==> config.mk <==
export PLATFORM = sky130hd
export DESIGN_NAME = pc_sequencer
export DESIGN_NICKNAME = d
export VERILOG_FILES = /design/src/rtl/pc_sequencer.sv
export SDC_FILE = /design/constraint.sdc
export NUM_CORES = 1
export LEC_CHECK = 0
export ABC_AREA = 1
export BUFFER_PORTS_ARGS = -buffer_cell sky130_fd_sc_hd__buf_2
export CAP_MARGIN = 10
export CORE_MARGIN = 4
export CORE_UTILIZATION = 45
export DETAILED_ROUTE_END_ITERATION = 12
export PLACE_DENSITY = 0.8
export SYNTH_ARGS = -nofsm -noshare
export SYNTH_HDL_FRONTEND = slang
export SYNTH_SLANG_ARGS = --single-unit
==> constraint.sdc <==
create_clock -name clk -period 2.63 [get_ports clk]
set_clock_uncertainty 0.2 [all_clocks]
set_input_delay 0.3945 -clock clk [delete_from_list [all_inputs] [get_ports clk]]
set_output_delay 0.3945 -clock clk [all_outputs]
set_load 0.005 [all_outputs]
==> src/rtl/pc_sequencer.sv <==
// pc_sequencer: owns the PC, fetches over a req/ack handshake, holds the word
// for execute until retire, then steps to PC+4 or PC+ImmOp, with halt/trap.
//
// Ports:
//   clk, rst_n            clock, async active-low reset
//   imem_req/addr/ack/data instruction memory fetch handshake
//   instr/instr_pc/valid  word presented to execute; instr_ready retires it
//   PCsrc, ImmOp, halt    next-PC select, branch offset, stop request
//   PC, halted, misalign  program counter and terminal status
//   retired               retired-instruction counter

module pc_sequencer #(
  parameter int unsigned          WIDTH     = 32,
  parameter logic [WIDTH-1:0]     RESET_VEC = '0
) (
  input  logic             clk,
  input  logic             rst_n,
  output logic             imem_req,
  output logic [WIDTH-1:0] imem_addr,
  input  logic             imem_ack,
  input  logic [WIDTH-1:0] imem_data,
  output logic [WIDTH-1:0] instr,
  output logic [WIDTH-1:0] instr_pc,
  output logic             instr_valid,
  input  logic             instr_ready,
  input  logic             PCsrc,
  input  logic [WIDTH-1:0] ImmOp,
  input  logic             halt,
  output logic [WIDTH-1:0] PC,
  output logic             halted,
  output logic             misalign,
  output logic [WIDTH-1:0] retired
);

  typedef enum logic [1:0] {
    S_IDLE,
    S_FETCH,
    S_EXEC,
    S_HALT
  } state_e;

  state_e           state_q, state_d;
  logic [WIDTH-1:0] pc_q, pc_d;
  logic [WIDTH-1:0] instr_q, instr_d;
  logic [WIDTH-1:0] ipc_q, ipc_d;
  logic [WIDTH-1:0] ret_q, ret_d;
  logic             mis_q, mis_d;
  logic [WIDTH-1:0] target;

  assign target = pc_q + (PCsrc ? ImmOp : WIDTH'(4));

  always_comb begin
    state_d = state_q;
    pc_d    = pc_q;
    instr_d = instr_q;
    ipc_d   = ipc_q;
    ret_d   = ret_q;
    mis_d   = mis_q;
    unique case (state_q)
      S_IDLE: state_d = S_FETCH;
      S_FETCH: begin
        if (imem_ack) begin
          instr_d = imem_data;
          ipc_d   = pc_q;
          state_d = S_EXEC;
        end
      end
      S_EXEC: begin
        if (instr_ready) begin
          ret_d = ret_q + WIDTH'(1);
          // A bad target traps with PC left on the offending instruction.
          if (target[1:0] != 2'b00) begin
            mis_d   = 1'b1;
            state_d = S_HALT;
          end else begin
            pc_d    = target;
            state_d = halt ? S_HALT : S_FETCH;
          end
        end
      end
      S_HALT: state_d = S_HALT;
      default: state_d = S_IDLE;
    endcase
  end

  always_ff @(posedge clk or negedge rst_n) begin
    if (!rst_n) begin
      state_q <= S_IDLE;
      pc_q    <= RESET_VEC;
      instr_q <= '0;
      ipc_q   <= '0;
      ret_q   <= '0;
      mis_q   <= 1'b0;
    end else begin
      state_q <= state_d;
      pc_q    <= pc_d;
      instr_q <= instr_d;
      ipc_q   <= ipc_d;
      ret_q   <= ret_d;
      mis_q   <= mis_d;
    end
  end

  // Handshake strobes decode straight from the state register so that
  // reset drops them without waiting for a clock edge.
  assign imem_req    = (state_q == S_FETCH);
  assign instr_valid = (state_q == S_EXEC);
  assign halted      = (state_q == S_HALT);
  assign imem_addr   = pc_q;
  assign instr       = instr_q;
  assign instr_pc    = ipc_q;
  assign PC          = pc_q;
  assign misalign    = mis_q;
  assign retired     = ret_q;

endmodule
# == Yosys cells after proc, flatten, opt, wreduce, memory -nomap -nowiden ==
# Cells that the tools add are included.
# word_totals
ramBits,0
romBits,0
output_inout_bits,164
latchBits,0
n_memories,0
register_bits,131
elab_cells,27
# classes
n_mux,6
multipliers,0
n_lt_le_gt_ge,0
bitwise_logic,1
shift,0
reduce_logical,7
n_addsub,2
n_eq_ne,5
div,0
# ops
cell,count
adder 32 x 1 -> 32 bit (second input constant),1
adder 32 bit,1
2-to-1 mux 32 bit,1
2-to-1 mux 2 bit,4
one-hot mux 2 bit (4 select lines),1
AND reduction 2 bit,3
AND reduction 3 bit,2
== test 2 bit (second input constant),2
!= test 2 x 1 -> 1 bit (second input constant),2
== test 2 x 1 -> 1 bit (second input constant),1
zero test 2 bit,1
nonzero test 2 bit,1
NOT 1 bit,1

# == Longest topological paths before layout ==
# logic_depth
word_depth,6
mapped_depth,15

# == Least setup slack after synthesis ==
# Ideal clock, no wire load.
# synth_path
kind,input to register
start,input port PCsrc
end,register pc_q[14] (netlist: PC[14])
setup_time_ns,0.136
path_stages,11
slack_ns,0.258
arrival_time_ns,2.036
required_ns,2.294
path_cell_list,clkbuf_1 > nand2_1 > inv_1 > fa_1 > nor2_1 > inv_1 > nor2_1 > inv_1 > clkbuf_1 > nand2_1 > o21ai_0
# synth_via
elab_chain_len,5
# synth_rtl
item,line_no,text
from (decl),26,"input logic PCsrc,"
2-to-1 mux 32 bit,50,assign target = pc_q + (PCsrc ? ImmOp : WIDTH'(4));
adder 32 bit,50,
via target[1],48,logic [WIDTH-1:0] target;
nonzero test 2 bit,72,if (target[1:0] != 2'b00) begin
NOT 1 bit (no line),n/a,
AND reduction 3 bit (no line),n/a,
to (signal assigned),96,pc_q <= pc_d;
to (decl),43,"logic [WIDTH-1:0] pc_q, pc_d;"
# The timed path passes the listed nets, and every way through them passes these cells.
# A chain may end at the register's enable or synchronous reset.

# == Worst setup path after layout ==
# layout_path
start,register pc_q[0] (netlist: PC[0])
end,register pc_q[10] (netlist: PC[10])
# layout_via
elab_chain_len,4
# layout_rtl
item,line_no
adder 32 bit,50
via target[1],48
nonzero test 2 bit,72
NOT 1 bit (no line),n/a
AND reduction 3 bit (no line),n/a
# The timed path passes the listed nets, and every way through them passes these cells.

==> flow_summary.html <==
<table>
<tr><th>Metric</th><th>Value</th></tr>
<tr><th colspan="2">Outcome</th></tr>
<tr><td>Run status</td><td>finished clean</td></tr>
<tr><th colspan="2">Clock network</th></tr>
<tr><td>CTS tree</td><td>done</td></tr>
<tr><td>Sinks on Clock Net</td><td>131</td></tr>
<tr><td>CTS clk-pin slew, worst paths</td><td>60 ps</td></tr>
<tr><td>Worst-case clock buffer depth</td><td>2</td></tr>
<tr><td>Worst-Skew Late Latency</td><td>420 ps</td></tr>
<tr><td>Clk Tree Root Cell</td><td>clkbuf_16</td></tr>
<tr><td>Total CTS buffers</td><td>17</td></tr>
<tr><td>H-Tree Depth</td><td>4</td></tr>
<tr><th colspan="2">Cells and area</th></tr>
<tr><td>Register area</td><td>0.00328 mm^2</td></tr>
<tr><td>Post-synthesis to final-layout area growth</td><td>27.0%</td></tr>
<tr><td>Count of filler cells inserted in the layout</td><td>1684</td></tr>
<tr><td>Number of nets in the layout</td><td>1449</td></tr>
<tr><td>End-of-flow core utilization</td><td>58.2%</td></tr>
<tr><td>Final non-filler cell area</td><td>0.0105 mm^2</td></tr>
<tr><td>Area occupied by multi-input gates</td><td>0.00398 mm^2</td></tr>
<tr><td>Number of antenna diodes</td><td>0</td></tr>
<tr><td>Share of layout cells above drive strength 1</td><td>27.3%</td></tr>
<tr><th colspan="2">Synth</th></tr>
<tr><td>Share of synthesized area occupied by flip-flops and latches</td><td>39.7%</td></tr>
<tr><td>List of most frequent post-synthesis cells</td><td>nand2_1, inv_1, dfrtp_1, nor2_1, mux2_2</td></tr>
<tr><td>Number of enable-type register cells in the synthesized netlist</td><td>0</td></tr>
<tr><td>Synth Warn #</td><td>0</td></tr>
<tr><td>Most numerous cell in the Yosys netlist</td><td>nand2_1</td></tr>
<tr><td>Synth area leader</td><td>dfrtp_1</td></tr>
<tr><td>Number of nets in the synthesized netlist</td><td>1193</td></tr>
<tr><td>Synth top area share</td><td>39.7%</td></tr>
<tr><td>Top area cells in the synthesized netlist</td><td>dfrtp_1, nand2_1, inv_1</td></tr>
<tr><td>Synthesized netlist cell count</td><td>1089</td></tr>
<tr><td>Ys async rst share</td><td>100%</td></tr>
<tr><td>Most frequently used flop master after synthesis</td><td>dfrtp_1</td></tr>
<tr><td>Cell area after synthesis</td><td>0.00827 mm^2</td></tr>
<tr><td>#FFs+latches synth</td><td>131</td></tr>
<tr><td>Post-Synthesis Mean Instance Area</td><td>7.59 um^2</td></tr>
<tr><td>Number of distinct standard cells referenced by the synthesized netlist</td><td>34</td></tr>
<tr><th colspan="2">Setup path</th></tr>
<tr><td>Critical path class</td><td>reg -&gt; reg</td></tr>
<tr><td>Highest fanout seen on the critical path</td><td>40</td></tr>
<tr><td>CP Data Required Time</td><td>2760 ps</td></tr>
<tr><td>Endpoint kind of the worst setup timing path</td><td>flop</td></tr>
<tr><td>Data arrival time of the worst path</td><td>2440 ps</td></tr>
<tr><td>Startpoint type of the worst setup path</td><td>flop</td></tr>
<tr><th colspan="2">Route</th></tr>
<tr><td>Vias post-DR</td><td>7706</td></tr>
<tr><td>Routed WL per cell</td><td>14.2 um</td></tr>
<tr><td>Remaining design rule violation count</td><td>0</td></tr>
<tr><td>Via count normalized by instance count</td><td>4.86</td></tr>
<tr><td>Wire length reported by the detailed router</td><td>22.5 mm</td></tr>
<tr><td>Number of antenna-violating nets in the routed design</td><td>0</td></tr>
<tr><td>Pre-antenna DRT Iters</td><td>5</td></tr>
<tr><td>Number of design-rule violations left by the first detailed-router iteration</td><td>395</td></tr>
<tr><th colspan="2">Placed design</th></tr>
<tr><td>Count of port buffers added during placement</td><td>233</td></tr>
<tr><td>Routability Congestion</td><td>0.981</td></tr>
<tr><td>Sum of net half-perimeters after detailed placement</td><td>17.3 mm</td></tr>
<tr><td>Cell area after placement</td><td>0.00969 mm^2</td></tr>
<tr><th colspan="2">STA</th></tr>
<tr><td>Final setup violation count</td><td>0</td></tr>
<tr><td>Clock period minus final worst setup slack</td><td>2310 ps</td></tr>
<tr><td>Total negative setup slack</td><td>0 ps</td></tr>
<tr><td>Post-route fraction of the period consumed by the critical path</td><td>87.8%</td></tr>
<tr><td>Pin slew with the least headroom to its limit</td><td>725 ps</td></tr>
<tr><td>Final hold violation count</td><td>0</td></tr>
<tr><td>Fin. max-slew vios</td><td>0</td></tr>
<tr><td>Achievable clock frequency</td><td>0.433 GHz</td></tr>
<tr><td>Relative slew margins</td><td>51.7%</td></tr>
<tr><td>RSZ-0062 raised after global routing</td><td>no</td></tr>
<tr><th colspan="2">Worst hold path</th></tr>
<tr><td>Worst hold path type</td><td>in -&gt; reg</td></tr>
<tr><th colspan="2">Die</th></tr>
<tr><td>Total I/O pin count</td><td>234</td></tr>
<tr><td>Placeable core region</td><td>0.0180 mm^2</td></tr>
<tr><td>Overall die height</td><td>144 um</td></tr>
<tr><td>Starting utilization of the core area</td><td>45.9%</td></tr>
<tr><td>DIE WIDTH</td><td>144 um</td></tr>
<tr><td>Die outline area</td><td>0.0206 mm^2</td></tr>
<tr><td>Site row count</td><td>49</td></tr>
<tr><th colspan="2">Pwr</th></tr>
<tr><td>Pwr Density</td><td>510 mW/mm^2</td></tr>
<tr><td>Proportion of power drawn by combinational gates</td><td>14.6%</td></tr>
<tr><td>Sequential cell fraction of total power</td><td>42.6%</td></tr>
<tr><td>Clk network pwr share</td><td>42.8%</td></tr>
<tr><td>Static Leak</td><td>6.33 nW</td></tr>
<tr><td>Switching portion of total power</td><td>27.3%</td></tr>
<tr><td>Max rail drop VDD</td><td>0.460 mV</td></tr>
<tr><td>Switching Power</td><td>1.46 mW</td></tr>
<tr><td>Internal power</td><td>3.89 mW</td></tr>
<tr><th colspan="2">Global routing</th></tr>
<tr><td>GR Util All Layers</td><td>21.9%</td></tr>
<tr><td>Initial antenna violation count</td><td>0</td></tr>
<tr><td>Largest net degree at the start of global routing</td><td>132</td></tr>
<tr><td>Wire length of the first global-routing pass</td><td>35.9 mm</td></tr>
<tr><td>GRT overflow</td><td>0</td></tr>
<tr><td>Vias in the first global route</td><td>7573</td></tr>
<tr><th colspan="2">Flow run</th></tr>
<tr><td>Number of max-cap violations</td><td>0</td></tr>
</table>
## worst paths after layout
kind                               start     endpoint  slack, ps  cells past startpoint
max reg2reg                        PC[0]       PC[10]        320                      8
min reg2reg                  retired[31]  retired[31]        270                      1
max in group asynchronous          rst_n  retired[15]       1260                      3
max                                PC[0]       PC[10]        320                      8
min in group asynchronous          rst_n   retired[9]        420                      3
min                        imem_data[23]    instr[23]         10                      2
## power by group through the flow
stage | logic (mW) | registers (mW) | clock network, mW
after floorplan | 0.372 | 2.31 | 0
after global placement | 0.738 | 2.31 | 0
after detailed placement | 0.757 | 2.32 | 0
after CTS | 0.786 | 2.28 | 2.36
after global routing | 0.877 | 2.30 | 2.44
final | 0.781 | 2.28 | 2.29
## cell families (layout without fill, tap and decap cells)
kind of cell | count (synthesis) | after routing | synth area share (%)
compound gates | 54 | 54 | 3.50
mux | 57 | 57 | 7.76
flops | 131 | 131 | 39.7
simple gates | 541 | 541 | 27.4
buf+inv | 233 | 502 | 12.3
fa+ha+maj | 34 | 34 | 5.24
xor+xnor | 39 | 39 | 4.13
## registers in the layout, indices dropped and copies added, names as in the netlist
name and cells:
state_q 2, instr_pc 32, PC 32, misalign 1
retired 32, instr 32
## cell type report
cell class                 instances  area share, %
inverter                         183           6.59
multi-input combinational        725           37.9
clock inverter                    13           1.23
sequential                       131           31.2
timing repair buffer             287           16.1
clock buffer                      19           4.22
tap                              229           2.73
## metal layers
layer / global-route usage, % / wire [um]
met1: 27.0 / 9380
met2: 38.0 / 11000
met3: 4.16 / 1450
met4: 8.57 / 695
met5: 0 / 0
## layout by cell type, fill, tap and decap left out, types with 14 or more instances in the layout
master and n:
nand2_1 363, nor2_1 68, buf_4 26, ha_1 33
nor3_1 17, mux2_2 57, xnor2_1 22, buf_2 232
o21ai_0 22, nand3_1 55, clkbuf_16 17, xor2_1 17
a21oi_1 22, nand4_1 14, dlygate4sd3_1 24, dfrtp_1 131
inv_1 179
## through the flow
stage	hold slack, ps	power [mW]	instances	worst slack (ps)
after floorplan	-101	2.68	1089	258
after global placement	251	3.04	1531	114
after detailed placement	257	3.08	1531	60.9
after CTS	0.244	5.43	1584	328
after global routing	3.81	5.62	1587	121
final	13.3	5.36	1587	321
## critical path, cell delays in order (launching register included)
cell and delay [ps]:
dfrtp_1 430, ha_1 260, fa_1 430, nor2_1 150
inv_1 80, nor2_1 180, inv_1 100, buf_12 180
o21ai_0 190
## what timing repair did
| action | in CTS | in global routing |
|---|---|---|
| endpoints found under the hold margin | 151 | 3 |
| resized for setup | 0 | 0 |
| setup buffers | 0 | 0 |
| hold buffers | 21 | 3 |
No activity file was read; power rests on OpenSTA's default activity.
